`config.mk`:
```
export PLATFORM = sky130hd
export DESIGN_NAME = muldiv_ctrl
export DESIGN_NICKNAME = d
export VERILOG_FILES = /design/src/rtl/muldiv_ctrl.sv
export SDC_FILE = /design/constraint.sdc
export NUM_CORES = 1
export LEC_CHECK = 0
export BUFFER_PORTS_ARGS = -buffer_cell sky130_fd_sc_hd__buf_2
export CORE_MARGIN = 3
export CORE_UTILIZATION = 40
export DETAILED_ROUTE_END_ITERATION = 16
export PLACE_DENSITY = 0.55
export SYNTH_ARGS = -nofsm -noshare
export SYNTH_HDL_FRONTEND = slang
export SYNTH_SLANG_ARGS = --single-unit
```
`constraint.sdc`:
```
create_clock -name clk -period 7.67 [get_ports clk]
set_input_delay 1.534 -clock clk [delete_from_list [all_inputs] [get_ports clk]]
set_output_delay 1.534 -clock clk [all_outputs]
set_load 0.005 [all_outputs]
```
`src/rtl/muldiv_ctrl.sv`:
```
`default_nettype none
// ============================================================================
// Module   : muldiv_ctrl
// Purpose  : Iterative MULT/MULTU/DIV/DIVU sequencer owning HI/LO.
//            MULDIV_FAST_MUL_EN selects a single-cycle combinational multiply.
// Revision : 1.0
// ============================================================================
module muldiv_ctrl #(
    parameter int XLEN  = 32,
    parameter int CNT_W = 6
) (
    input  logic            clk,
    input  logic            rst,
    input  logic            start,
    input  logic [1:0]      op,
    input  logic [XLEN-1:0] rs_val,
    input  logic [XLEN-1:0] rt_val,
    input  logic            mthi_we,
    input  logic            mtlo_we,
    input  logic [XLEN-1:0] wdata,
    output logic            busy,
    output logic            done,
    output logic [XLEN-1:0] hi,
    output logic [XLEN-1:0] lo
);

    typedef enum logic [1:0] {
        S_IDLE = 2'd0,
        S_CALC = 2'd1,
        S_FIX  = 2'd2
    } state_t;

    localparam logic [CNT_W-1:0] c_last = CNT_W'(XLEN - 1);

    state_t            r_state;
    state_t            w_state_nxt;
    logic              r_isdiv;
    logic              r_sa;
    logic              r_sb;
    logic              r_dz;
    logic              r_done;
    logic [CNT_W-1:0]  r_cnt;
    logic [XLEN-1:0]   r_a;
    logic [XLEN-1:0]   r_b;
    logic [XLEN-1:0]   r_hi;
    logic [XLEN-1:0]   r_lo;
    // Shared accumulator: {partial product} for multiply, {remainder, quotient} for divide.
    logic [2*XLEN-1:0] r_p;

    logic              w_rs_neg;
    logic              w_rt_neg;
    logic [XLEN-1:0]   w_rs_mag;
    logic [XLEN-1:0]   w_rt_mag;
    logic [XLEN:0]     w_mul_add;
    logic [XLEN:0]     w_div_shift;
    logic [XLEN:0]     w_div_diff;
    logic [2*XLEN-1:0] w_prod_fix;
    logic [XLEN-1:0]   w_quo_fix;
    logic [XLEN-1:0]   w_rem_fix;
    logic              w_fast;
    logic [2*XLEN-1:0] w_fast_prod;

    assign w_rs_neg = op[0] & rs_val[XLEN-1];
    assign w_rt_neg = op[0] & rt_val[XLEN-1];
    assign w_rs_mag = w_rs_neg ? (~rs_val + 1'b1) : rs_val;
    assign w_rt_mag = w_rt_neg ? (~rt_val + 1'b1) : rt_val;

`ifdef MULDIV_FAST_MUL_EN
    assign w_fast      = ~op[1];
    assign w_fast_prod = {{XLEN{1'b0}}, w_rs_mag} * {{XLEN{1'b0}}, w_rt_mag};
`else
    assign w_fast      = 1'b0;
    assign w_fast_prod = '0;
`endif

    assign w_mul_add   = {1'b0, r_p[2*XLEN-1:XLEN]} + (r_b[0] ? {1'b0, r_a} : '0);
    assign w_div_shift = {r_p[2*XLEN-1:XLEN], r_p[XLEN-1]};
    assign w_div_diff  = w_div_shift - {1'b0, r_b};

    assign w_prod_fix = (r_sa ^ r_sb) ? (~r_p + 1'b1) : r_p;
    assign w_quo_fix  = (r_sa ^ r_sb) ? (~r_p[XLEN-1:0] + 1'b1) : r_p[XLEN-1:0];
    assign w_rem_fix  = r_sa ? (~r_p[2*XLEN-1:XLEN] + 1'b1) : r_p[2*XLEN-1:XLEN];

    always_ff @(posedge clk) begin
        if (rst) r_state <= S_IDLE;
        else     r_state <= w_state_nxt;
    end

    always_comb begin
        w_state_nxt = r_state;
        case (r_state)
            S_IDLE:  if (start) w_state_nxt = w_fast ? S_FIX : S_CALC;
            S_CALC:  if (r_cnt == c_last) w_state_nxt = S_FIX;
            S_FIX:   w_state_nxt = S_IDLE;
            default: w_state_nxt = S_IDLE;
        endcase
    end

    always_ff @(posedge clk) begin
        if (rst) begin
            r_isdiv <= 1'b0;
            r_sa    <= 1'b0;
            r_sb    <= 1'b0;
            r_dz    <= 1'b0;
            r_done  <= 1'b0;
            r_cnt   <= '0;
            r_a     <= '0;
            r_b     <= '0;
            r_p     <= '0;
            r_hi    <= '0;
            r_lo    <= '0;
        end else begin
            r_done <= (r_state == S_FIX);
            case (r_state)
                S_IDLE: begin
                    if (mthi_we) r_hi <= wdata;
                    if (mtlo_we) r_lo <= wdata;
                    if (start) begin
                        r_isdiv <= op[1];
                        r_sa    <= w_rs_neg;
                        r_sb    <= w_rt_neg;
                        r_dz    <= (rt_val == '0);
                        r_a     <= w_rs_mag;
                        r_b     <= w_rt_mag;
                        r_cnt   <= '0;
                        if (w_fast)     r_p <= w_fast_prod;
                        else if (op[1]) r_p <= {{XLEN{1'b0}}, w_rs_mag};
                        else            r_p <= '0;
                    end
                end
                S_CALC: begin
                    r_cnt <= r_cnt + CNT_W'(1);
                    if (r_isdiv) begin
                        // Restore (keep shifted value) when the trial subtract goes negative.
                        if (w_div_diff[XLEN])
                            r_p <= {w_div_shift[XLEN-1:0], r_p[XLEN-2:0], 1'b0};
                        else
                            r_p <= {w_div_diff[XLEN-1:0], r_p[XLEN-2:0], 1'b1};
                    end else begin
                        r_p <= {w_mul_add, r_p[XLEN-1:1]};
                        r_b <= r_b >> 1;
                    end
                end
                S_FIX: begin
                    if (r_isdiv) begin
                        // A zero divisor leaves the dividend in the remainder, so only LO is forced.
                        r_lo <= r_dz ? '1 : w_quo_fix;
                        r_hi <= w_rem_fix;
                    end else begin
                        r_hi <= w_prod_fix[2*XLEN-1:XLEN];
                        r_lo <= w_prod_fix[XLEN-1:0];
                    end
                end
                default: ;
            endcase
        end
    end

    assign busy = (r_state != S_IDLE);
    assign done = r_done;
    assign hi   = r_hi;
    assign lo   = r_lo;

endmodule
`default_nettype wire

```
==> metrics.md, run 1 <==
| Metric | Value |
|---|---|
| CTS tree | done |
| Final non-filler cell total | around 2700 |
| Die height | between 200 and 250 um |
| Unique masters post-synth | 75 |
| Dpl cells | approximately 2700 |
| Fin area | 0.0177 mm2 |
| Root buffer cell | clkbuf_16 |
| Initial drt markers | approximately 1600 |
| Max-slew violation count | 0 |
| DR pass1 iterations | 6 |
| Reg clk slew, reported paths | around 0.06 ns |
| Synth warnings | 0 |
| Mapped Area | about 0.016 mm2 |
| CP max stage delay | 0.60 ns |
| Sequential area share after synthesis | 26.2% |
| Maximum vdd ir drop | ~0.00017 V |
| Final setup vio count | 0 |
| Cts hold-fix bufs | 0 |
| FMAX | 0.240 GHz |
| Total GRT Usage | 27.8% |
| R2r setup slk | about 3.5 ns |
| Hold path start | hi[3] |
| Hold depth | 2 |
| R2r worst-path depth | 11 |
| Post-Syn Nets | 2321 |
| Avg WL per Cell | approximately 22 um |
| Final worst setup slack | ~3.5 ns |
| Routed Antenna Nets | 0 |
| Hold crit path type | flop to flop |
| Avg Cell Area, Syn | about 7.3 um2 |
| Clock Skew | roughly 0.014 ns |
| Antenna violations before repair | 0 |
| Nets@finish | approximately 2400 |
| Antenna cells | 0 |
| H-tree depth | 1 |
| Power Total | around 3.5 mW |
| Overflow after GRT | 0 |
| DP Area | ~0.017 mm2 |
| Setup TNS | 0 ns |
| Compound-cell area share of the yosys netlist | between 20 and 30% |
| Fill cells | around 4000 |
| CP Capture Type | flop |
| EDFF count, synth | 0 |
| PwrDens | roughly 200 mW/mm2 |
| I/O Pins | 169 |
| Cell leakage power | around 7.3 nW |
| Worst EP required | approximately 8.1 ns |
| Startpoint Class | flop |
| Critical-path maximum fanout | 6 |
| Synth Area in Adders | under 10% |
| Final Cycle Share | between 50% and 60% |
| Storage element area | around 0.0041 mm2 |
| Worst-Skew Late Latency | between 0.5 and 0.6 ns |
| Final core utilization | 46.4% |
| Reg-to-Reg Start | r_p[31] |
| Slew headroom | between 10% and 20% |
| Max_cap viols | 0 |
| Largest family of logic cells by synthesized area | compound AO/OA/AOI/OAI gates |
| Detail Placement HPWL | 45200 um |
| IO Port Bufs | around 170 |
| Core Rows | slightly above 70 |
| Resized cells post-CTS | 0 |
| Synthesized instance count | approximately 2100 |
| Vias | about 16000 |
| Reg2reg end | r_p[61] |
| Via density | between 5 and 6 |
| Residual DRC | 0 |
| Fin. Hold Viols | 0 |
| #FFs+latches synth | 205 |
| Worst path slowest cell | o21ai_0 |
| Number of CTS-inserted buffers | 25 |
| Die footprint | ~0.042 mm2 |
| CTS sink cnt | 205 |
| Core footprint | about 0.038 mm2 |
| Setup Crit Path Kind | flop to flop |
| Post-placement setup slack | about 3.4 ns |
| Area delta synth->final | 12.8% |
| Setup Buffers After CTS | 0 |
| Multi-input logic area | roughly 0.011 mm2 |
| Ys async rst share | 0% |
| Critical Path AT | approximately 4.6 ns |
| Worst min-delay path endpoint | hi[3] |
| Critical Path, Cell by Cell | inv_1 > ha_1 > nor2b_1 > o2111ai_1 > a21boi_0 > a41oi_1 > o21ai_0 > a21oi_1 > and3b_1 > o31ai_1 > a211oi_1 |
| Status | completed |
| Final hold slack | 0.447 ns |
| Die width | about 200 um |
| Worst-Margin Slew | 1.24 ns |
| Initial core utilization | 41.1% |
| Routability cong. | ~0.94 |
| Minimum clock period | about 4.2 ns |
| Global-route wire length before repair | approximately 91000 um |
| Clock tree buffer depth | 3 |
| Total wire length | 59800 um |
| Layout cells sized above 1 | 11.9% |
| Post-Synth Simple-Gate Area | ~22% |
| Mux cell area share after synthesis | about 3.4% |
| Ys flop type | dfxtp_1 |
| RSZ-0062 raised after global routing | no |
| Largest net degree at the start of global routing | 128 |
| Post-synthesis xor/xnor area fraction | roughly 9% |
| Number of global-route vias before repair | roughly 15000 |
## state kept, by name (all words and copies together) (netlist names)
signal,flops
r_p,64
hi,32
lo,32
r_a,32
r_b,32
r_cnt,6
r_state,2
done,1
r_dz,1
r_isdiv,1
r_sa,1
r_sb,1
## worst max-delay path, delay by kind of cell, from the launching register on
kind	cells	cell delay [ns]
and+or+nand+nor	2	0.48
adders and majority gates	1	0.29
AOI/OAI and AO/OA	7	2.42
buffers and inverters	1	0.29
DFF	1	0.55
## synthesized netlist by cell type, types with 21 or more instances
master / n / area share (%)
dfxtp_1: 205 / 26
nor2_1: 249 / 6.0
and2_1: 37 / 1.5
a21oi_1: 274 / 8.8
a31oi_1: 29 / 1.2
o221ai_1: 39 / 2.2
a211oi_1: 54 / 2.6
mux2i_1: 52 / 3.3
o21ai_0: 112 / 3.6
xnor2_1: 95 / 5.3
nand2_1: 190 / 4.6
xor2_1: 68 / 3.8
a21o_1: 32 / 1.5
nor4_1: 25 / 1.0
nand3_1: 32 / 1.0
clkbuf_1: 123 / 2.9
a22oi_1: 21 / 1.0
nor3_1: 91 / 2.9
ha_1: 69 / 5.5
inv_1: 73 / 1.7
## final cells by class
class / instances / area share [%]
Multi-Input combinational cell: 1724 / 61.0
Clock buffer: 34 / 4.07
Sequential cell: 205 / 23.2
Tap cell: 511 / 3.62
Inverter: 74 / 1.57
Clock inverter: 11 / 0.970
Timing Repair Buffer: 185 / 5.56
## placed cells by master (no fill, tap or decap), types with 17 or more instances in the layout
master     Yosys  routed
a211oi_1      54      54
a21o_1        32      32
a21oi_1      274     274
a22oi_1       21      21
a31oi_1       29      29
and2_1        37      36
buf_2          5     167
buf_4          1      17
clkbuf_16      0      25
dfxtp_1      205     204
ha_1          69      69
inv_1         73      73
mux2i_1       52      52
nand2_1      190     190
nand2b_1      19      18
nand3_1       32      32
nor2_1       249     246
nor3_1        91      90
nor4_1        25      25
o211ai_1      19      19
o21ai_0      112     112
o221ai_1      39      39
o31ai_1       19      19
xnor2_1       95      93
xor2_1        68      68
## power by group
part	internal (mW)	switching [mW]
registers	1.14	0.109
logic	0.372	0.610
clock network	0.792	0.517
## metal layers
metal  global-route usage [%]  vias to the layer above  share of wire (%)
li1                         -                     7934                  -
met1                     39.4                     7768                 46
met2                     44.2                      555                 44
met3                     3.63                       90                6.2
met4                     8.01                        0                3.1
met5                        0                        -                  0
## worst max path at each step
stage              start  endpoint  cells past startpoint
3_3_place_gp       start   r_p[61]                     10
3_5_place_dp       start   r_p[61]                     10
2_1_floorplan  rs_val[9]   r_p[30]                      9
6_report         r_p[31]   r_p[61]                     11
5_1_grt          r_p[31]   r_p[61]                     11
4_1_cts          r_p[31]   r_p[61]                     11
## logic make-up (layout without fill, tap and decap cells)
kind of cell / after synthesis / count (layout)
adder cells (fa/ha/maj): 71 / 71
multiplexers: 53 / 53
AO/OA/AOI/OAI: 692 / 692
XOR/XNOR: 163 / 163
AND/OR/NAND/NOR: 745 / 745
flip-flops: 205 / 205
buffers and inverters: 218 / 304
Note: power is estimated with default switching activity, not from simulation.
==> run 2: changes to the inputs <==
--- a/config.mk
+++ b/config.mk
@@ -9,7 +9,7 @@
 export CORE_MARGIN = 3
 export CORE_UTILIZATION = 40
 export DETAILED_ROUTE_END_ITERATION = 16
-export PLACE_DENSITY = 0.55
+export PLACE_DENSITY = 0.57
 export SYNTH_ARGS = -nofsm -noshare
 export SYNTH_HDL_FRONTEND = slang
 export SYNTH_SLANG_ARGS = --single-unit
==> constraint.sdc (replaced) <==
create_clock -name clk -period 3.4 [get_ports clk]
set_input_delay 0.68 -clock clk [delete_from_list [all_inputs] [get_ports clk]]
set_output_delay 0.68 -clock clk [all_outputs]
set_load 0.005 [all_outputs]
==> run 2 against run 1 <==
Register-to-register slack got worse by 3.3 ns. Sequential power rose by 120%. Clock power rose by 130%. Highest routed layer is now met5. Global-route usage rose by 1.3 points. Hold slack got worse by 0.040 ns. Largest power group unchanged. Fmax rose by 29%.
==> metrics.md, run 2 (synthesis gave the netlist of run 1 again) <==
| Metric | Value |
|---|---|
| Max_cap viols | 0 |
| Die width | 204 um |
| Worst-Margin Slew | 1.19 ns |
| Initial drt markers | about 1700 |
| Setup TNS | 0 ns |
| Largest net degree at the start of global routing | 58 |
| Setup Crit Path Kind | flop to flop |
| Routed Antenna Nets | 0 |
| Via density | 5.97 |
| Slew headroom | 20.5% |
| Area delta synth->final | 18.2% |
| Max-slew violation count | 0 |
| Maximum vdd ir drop | approximately 0.00032 V |
| Final setup vio count | 0 |
| CP Capture Type | flop |
| Most flops, register | r_p |
| Clock tree buffer depth | 3 |
| Total GRT Usage | approximately 29% |
| Fin. Hold Viols | 0 |
| Max reg flops | 64 |
| Root buffer cell | clkbuf_16 |
| IO Port Bufs | approximately 170 |
| Switching share of power | ~35% |
| Initial core utilization | roughly 41% |
| Final Cycle Share | between 90% and 100% |
| Power share of the clock group | between 30% and 40% |
| Startpoint Class | flop |
| Antenna violations before repair | 2 |
| Cell leakage power | between 7 and 8 nW |
| Die footprint | roughly 0.042 mm2 |
| Critical-path maximum fanout | 33 |
| Worst-Skew Late Latency | around 0.56 ns |
| Number of CTS-inserted buffers | 26 |
| PwrDens | approximately 440 mW/mm2 |
| RSZ-0062 raised after global routing | no |
| Sw power | between 2 and 3 mW |
| Die height | 204 um |
| Worst path slowest cell | fa_1 |
| Total wire length | ~63000 um |
| Residual DRC | 0 |
| Most frequent cells in the layout | a21oi_1, nor2_1, dfxtp_1 |
| Status | completed |
| Antenna cells | 0 |
| Final core utilization | between 40% and 50% |
| Nets@finish | around 2500 |
| Core footprint | around 0.038 mm2 |
| Sequential power share | 33.9% |
| CTS sink cnt | approximately 210 |
| Critical Path AT | ~3.7 ns |
| Core Rows | between 70 and 80 |
| Minimum clock period | roughly 3.2 ns |
| Most common cell after layout, fill and taps aside | a21oi_1 |
| Overflow after GRT | 0 |
| CTS tree | done |
| Clock Skew | ~0.016 ns |
| Internal power | 5.28 mW |
| Routability cong. | approximately 0.98 |
| H-tree depth | 1 |
| I/O Pins | 169 |
| Worst EP required | ~3.8 ns |
| Critical Path, Cell by Cell | buf_6 > ha_1 > fa_1 > nand2b_1 > a21oi_1 > o21ai_1 > a21oi_2 > a21oi_2 > xnor2_2 > buf_12 > buf_12 > mux2i_1 > o221ai_1 |
| Detail Placement HPWL | around 49000 um |
| Reg clk slew, reported paths | ~0.060 ns |
| Hold crit path type | input pin to flop |
| Avg WL per Cell | about 22 um |
| CP max stage delay | 0.38 ns |
| Layout cells sized above 1 | 16.1% |
| Vias | about 17000 |
| DR pass1 iterations | 5 |
| Number of global-route vias before repair | ~16000 |
| FMAX | 0.309 GHz |
| Combinational share of power | a little under a third |
| Global-route wire length before repair | around 95000 um |
[run 2: cell count changes in the layout (fill, tap and decap cells not counted), moves of 2 or more]
cell,change
a2111oi_0,-3
a2111oi_2,+2
a21oi_1,-2
a21oi_2,+2
buf_12,+3
buf_4,+94
clkinv_2,+4
o21ai_0,-3
o21ai_1,+3
[run 2: final timing paths]
path	startpoint	endpoint	slack, ns	cells past startpoint
setup reg to reg	r_b[0]	r_p[43]	0.16	13
hold / removal	rt_val[31]	r_b[31]	0.41	3
hold reg to reg	lo[7]	lo[7]	0.45	2
setup / recovery	r_b[0]	r_p[43]	0.16	13
[run 2: routing by layer]
metal / track usage (%) / share of wire, %
met5: 0 / 0.033
met4: 8.92 / 3.0
met3: 4.65 / 7.8
met2: 45.8 / 44
met1: 40.8 / 45
[run 2: what timing repair did]
item                       CTS  global route
buffers inserted             0             0
hold endpoints to repair     0             0
setup endpoints to repair    0            32
hold buffers                 0             0
gates resized for setup      0            17
[run 2: final cells by class]
class / count / area, um2
fill: 3866 / 19600
tap: 511 / 639
timing repair buffer: 283 / 1760
sequential: 205 / 4110
inverter: 74 / 278
clock buffer: 33 / 727
multi-input combinational: 1724 / 10800
clock inverter: 15 / 178
[run 2: power groups by stage]
stage	combinational [mW]	sequential, mW	clock, mW
detailed placement	2.40	2.82	0
finish	2.46	2.77	2.95
global route	2.68	2.79	3.09
CTS	2.41	2.77	2.99
floorplan	1.58	2.74	0
global placement	2.38	2.82	0
[run 2: through the flow]
step | power [mW] | area (um2) | cells | worst slack [ns] | hold WS (ns)
after global placement | 5.20 | 17600 | 2797 | 0.128 | 0.431
after detailed placement | 5.22 | 17600 | 2797 | 0.0104 | 0.442
after global routing | 8.56 | 18500 | 2845 | 0.00338 | 0.434
after CTS | 8.17 | 18500 | 2845 | 0.000255 | 0.392
after floorplan | 4.32 | 15700 | 2147 | 0.305 | 0.432
final | 8.18 | 18500 | 2845 | 0.164 | 0.407
[run 2: critical path: cells and delay by family, from the launching register on]
family                   cells  cell delay (ns)
flip-flops                   1             0.32
adder cells (fa/ha/maj)      2             0.63
XOR/XNOR                     1             0.27
AND/OR/NAND/NOR              1             0.23
AO/OA/AOI/OAI                5             0.88
multiplexers                 1             0.19
buffers and inverters        3             0.57
==> run 3: changes to the inputs <==
--- a/config.mk
+++ b/config.mk
@@ -5,11 +5,13 @@
 export SDC_FILE = /design/constraint.sdc
 export NUM_CORES = 1
 export LEC_CHECK = 0
+export ABC_AREA = 1
 export BUFFER_PORTS_ARGS = -buffer_cell sky130_fd_sc_hd__buf_2
 export CORE_MARGIN = 3
 export CORE_UTILIZATION = 40
 export DETAILED_ROUTE_END_ITERATION = 16
 export PLACE_DENSITY = 0.57
+export SETUP_SLACK_MARGIN = 0.15
 export SYNTH_ARGS = -nofsm -noshare
 export SYNTH_HDL_FRONTEND = slang
 export SYNTH_SLANG_ARGS = --single-unit
==> run 3 against run 2 <==
Clock skew down 0.0062 ns. Hold slack gained 0.019 ns. Area after synthesis is 15% higher. Sequential power about the same. Register-to-register slack improved by 0.26 ns. Sequential share of layout area is 1.9 points lower. Setup slack improved by 0.26 ns. Combinational power increased by 34%.
==> metrics.md, run 3 <==
| Metric | Value |
|---|---|
| Status | completed |
| Largest net degree at the start of global routing | 94 |
| Layout cells sized above 1 | 9.82% |
| Synth warnings | 0 |
| DR pass1 iterations | 7 |
| Routability cong. | 1.03 |
| Yosys top cell area share | a little under a quarter |
| Vias | ~22000 |
| Cell mode on critical path | nand2_1 |
| Global-route wire length before repair | 119000 um |
| Core Rows | 76 |
| Ys async rst share | 0% |
| Fin area | slightly above 0.02 mm2 |
| Worst EP required | 3.87 ns |
| Nets@finish | ~3400 |
| Initial core utilization | between 40% and 50% |
| Commonest cells in the netlist | nand2_1, inv_1, nor2_1 |
| CTS tree | done |
| Die height | around 220 um |
| Startpoint Class | flop |
| Die footprint | 0.0475 mm2 |
| Minimum clock period | between 2 and 3 ns |
| Number of global-route vias before repair | 19300 |
| Die width | between 200 and 250 um |
| Initial drt markers | ~2400 |
| Cell leakage power | between 9 and 10 nW |
| Fin. Hold Viols | 0 |
| RSZ-0062 raised after global routing | no |
| DP Area | approximately 0.020 mm2 |
| Most common cell after layout, fill and taps aside | nand2_1 |
| FMAX | between 0.3 and 0.4 GHz |
| Area delta synth->final | 12.8% |
| Total wire length | about 80000 um |
| CP Capture Type | flop |
| CP max stage delay | 0.48 ns |
| Maximum vdd ir drop | around 0.00037 V |
| Residual DRC | 0 |
| Final setup vio count | 0 |
| Power Total | approximately 8.5 mW |
| Clock Skew | slightly below 0.01 ns |
| Worst-Margin Slew | 1.17 ns |
| Slew headroom | a little over a fifth |
| Hold crit path type | input pin to flop |
| Avg Cell Area, Syn | around 5.8 um2 |
| Via density | between 5 and 6 |
| Top-count cell post-synth | nand2_1 |
| Setup Crit Path Kind | flop to flop |
| Sequential area share after synthesis | roughly 23% |
| Fill cells | 4833 |
| Post-Syn Nets | ~3300 |
| Worst-Skew Late Latency | between 0.5 and 0.6 ns |
| H-tree depth | 1 |
| CTS sink cnt | 205 |
| Overflow after GRT | 0 |
| Core footprint | 0.0437 mm2 |
| Avg WL per Cell | about 21 um |
| Unique masters post-synth | 54 |
| IO Port Bufs | ~170 |
| Most flops, register | r_p |
| Final hold slack | between 0.4 and 0.5 ns |
| Antenna violations before repair | 0 |
| Top Layer Used | met4 |
| Root buffer cell | clkbuf_16 |
| Antenna cells | 0 |
| Max reg flops | 64 |
| Synthesized instance count | 3115 |
| Reg clk slew, reported paths | approximately 0.060 ns |
| Max-slew violation count | 0 |
| Number of CTS-inserted buffers | 24 |
| I/O Pins | around 170 |
| Met3 Wirelength | about 6700 um |
| Detail Placement HPWL | roughly 65000 um |
| Routed Antenna Nets | 0 |
| Total GRT Usage | between 30% and 40% |
| Clock tree buffer depth | 3 |
| Max_cap viols | 0 |
| Setup Buffers After CTS | 0 |
| Post-synth top area cell | dfxtp_1 |
| Critical Path AT | approximately 3.4 ns |
| Critical Path, Cell by Cell | inv_1 > fa_1 > inv_1 > nand2_1 > nand2_1 > nand3_1 > nand2_1 > nand2_1 > nand2_2 > nand2_2 > nand2_2 > nand2_4 > nand2_8 > buf_4 > nand3_1 > nand3_1 > nand2_1 > a21oi_1 |
| Mapped Area | 0.0180 mm2 |
| #FFs+latches synth | roughly 210 |
| Post-Route M1 WL | roughly 38000 um |
| EDFF count, synth | 0 |
| Critical-path maximum fanout | 21 |
| Worst path slowest cell | dfxtp_1 |
| Final Cycle Share | ~90% |
| Most frequent cells in the layout | nand2_1, inv_1, nor2_1 |
| PwrDens | 420 mW/mm2 |
| WL met2 | approximately 34000 um |
| Synth top area cells | dfxtp_1, nand2_1, o21ai_0, inv_1, a21oi_1 |
| Setup TNS | 0 ns |
| Ys flop type | dfxtp_1 |
[run 3: cell types whose count changed in the layout (fill, tap and decap cells not counted), moves of 52 or more]
cell      previous run  this run
xnor2_1             93        13
nor3_1              90        35
nand3_1             32       255
inv_1               73       406
nand2_1            190       787
a211oi_1            54         2
mux2i_1             52         0
nor2_1             246       312
o21ai_0            109       310
[run 3: what timing repair did]
item | CTS | global route
endpoints found under the setup margin | 0 | 7
gates resized for setup | 0 | 2
hold buffers | 0 | 0
[run 3: cell families after synthesis]
logic type	Yosys count	share of synthesized area, %
AND/OR/NAND/NOR	1484	34.6
AO/OA/AOI/OAI	748	22.7
buffers and inverters	544	11.7
flip-flops	205	22.9
adder cells (fa/ha/maj)	71	5.03
XOR/XNOR	63	3.07
[run 3: layer usage]
metal,global-route usage [%],vias up
li1,-,10500
met1,48.8,10000
met2,49.6,886
met3,4.36,77
met4,5.94,0
met5,0,-
[run 3: path summary, 6_finish.rpt]
path                  end  slack (ns)       from  cells after the start
setup / recovery  r_p[57]        0.43    r_p[32]                     18
hold / removal     lo[11]        0.43  wdata[11]                      3
setup reg to reg  r_p[57]        0.43    r_p[32]                     18
hold reg to reg   r_b[27]        0.47    r_b[27]                      2
[run 3: area by class of cell]
cell class                 instances  area [um2]  area share, %
sequential                       205        4110           20.3
clock inverter                     6        48.8          0.241
inverter                         416        1560           7.72
timing repair buffer             234        1360           6.72
clock buffer                      32         671           3.31
tap                              585         732           3.61
multi-input combinational       2366       11800           58.1
[run 3: critical path, delay by kind of cell, from the launching register on]
kind | cells | cell delay, ns
compound gates | 1 | 0.12
fa+ha+maj | 1 | 0.48
buf+inv | 3 | 0.53
simple gates | 13 | 1.25
flops | 1 | 0.48
[run 3: power by group]
group	internal (mW)	switching (mW)	total [mW]
combinational	0.990	2.30	3.29
sequential	2.61	0.180	2.79
clock	1.38	1.07	2.44
[run 3: metrics by stage]
step	cells	utilization (%)	worst slack, ns
finish	3844	46.3	0.429
global route	3844	46.3	0.198
CTS	3844	46.3	0.391
detailed placement	3806	44.7	0.314
global placement	3806	44.7	0.255
floorplan	3115	-	0.653
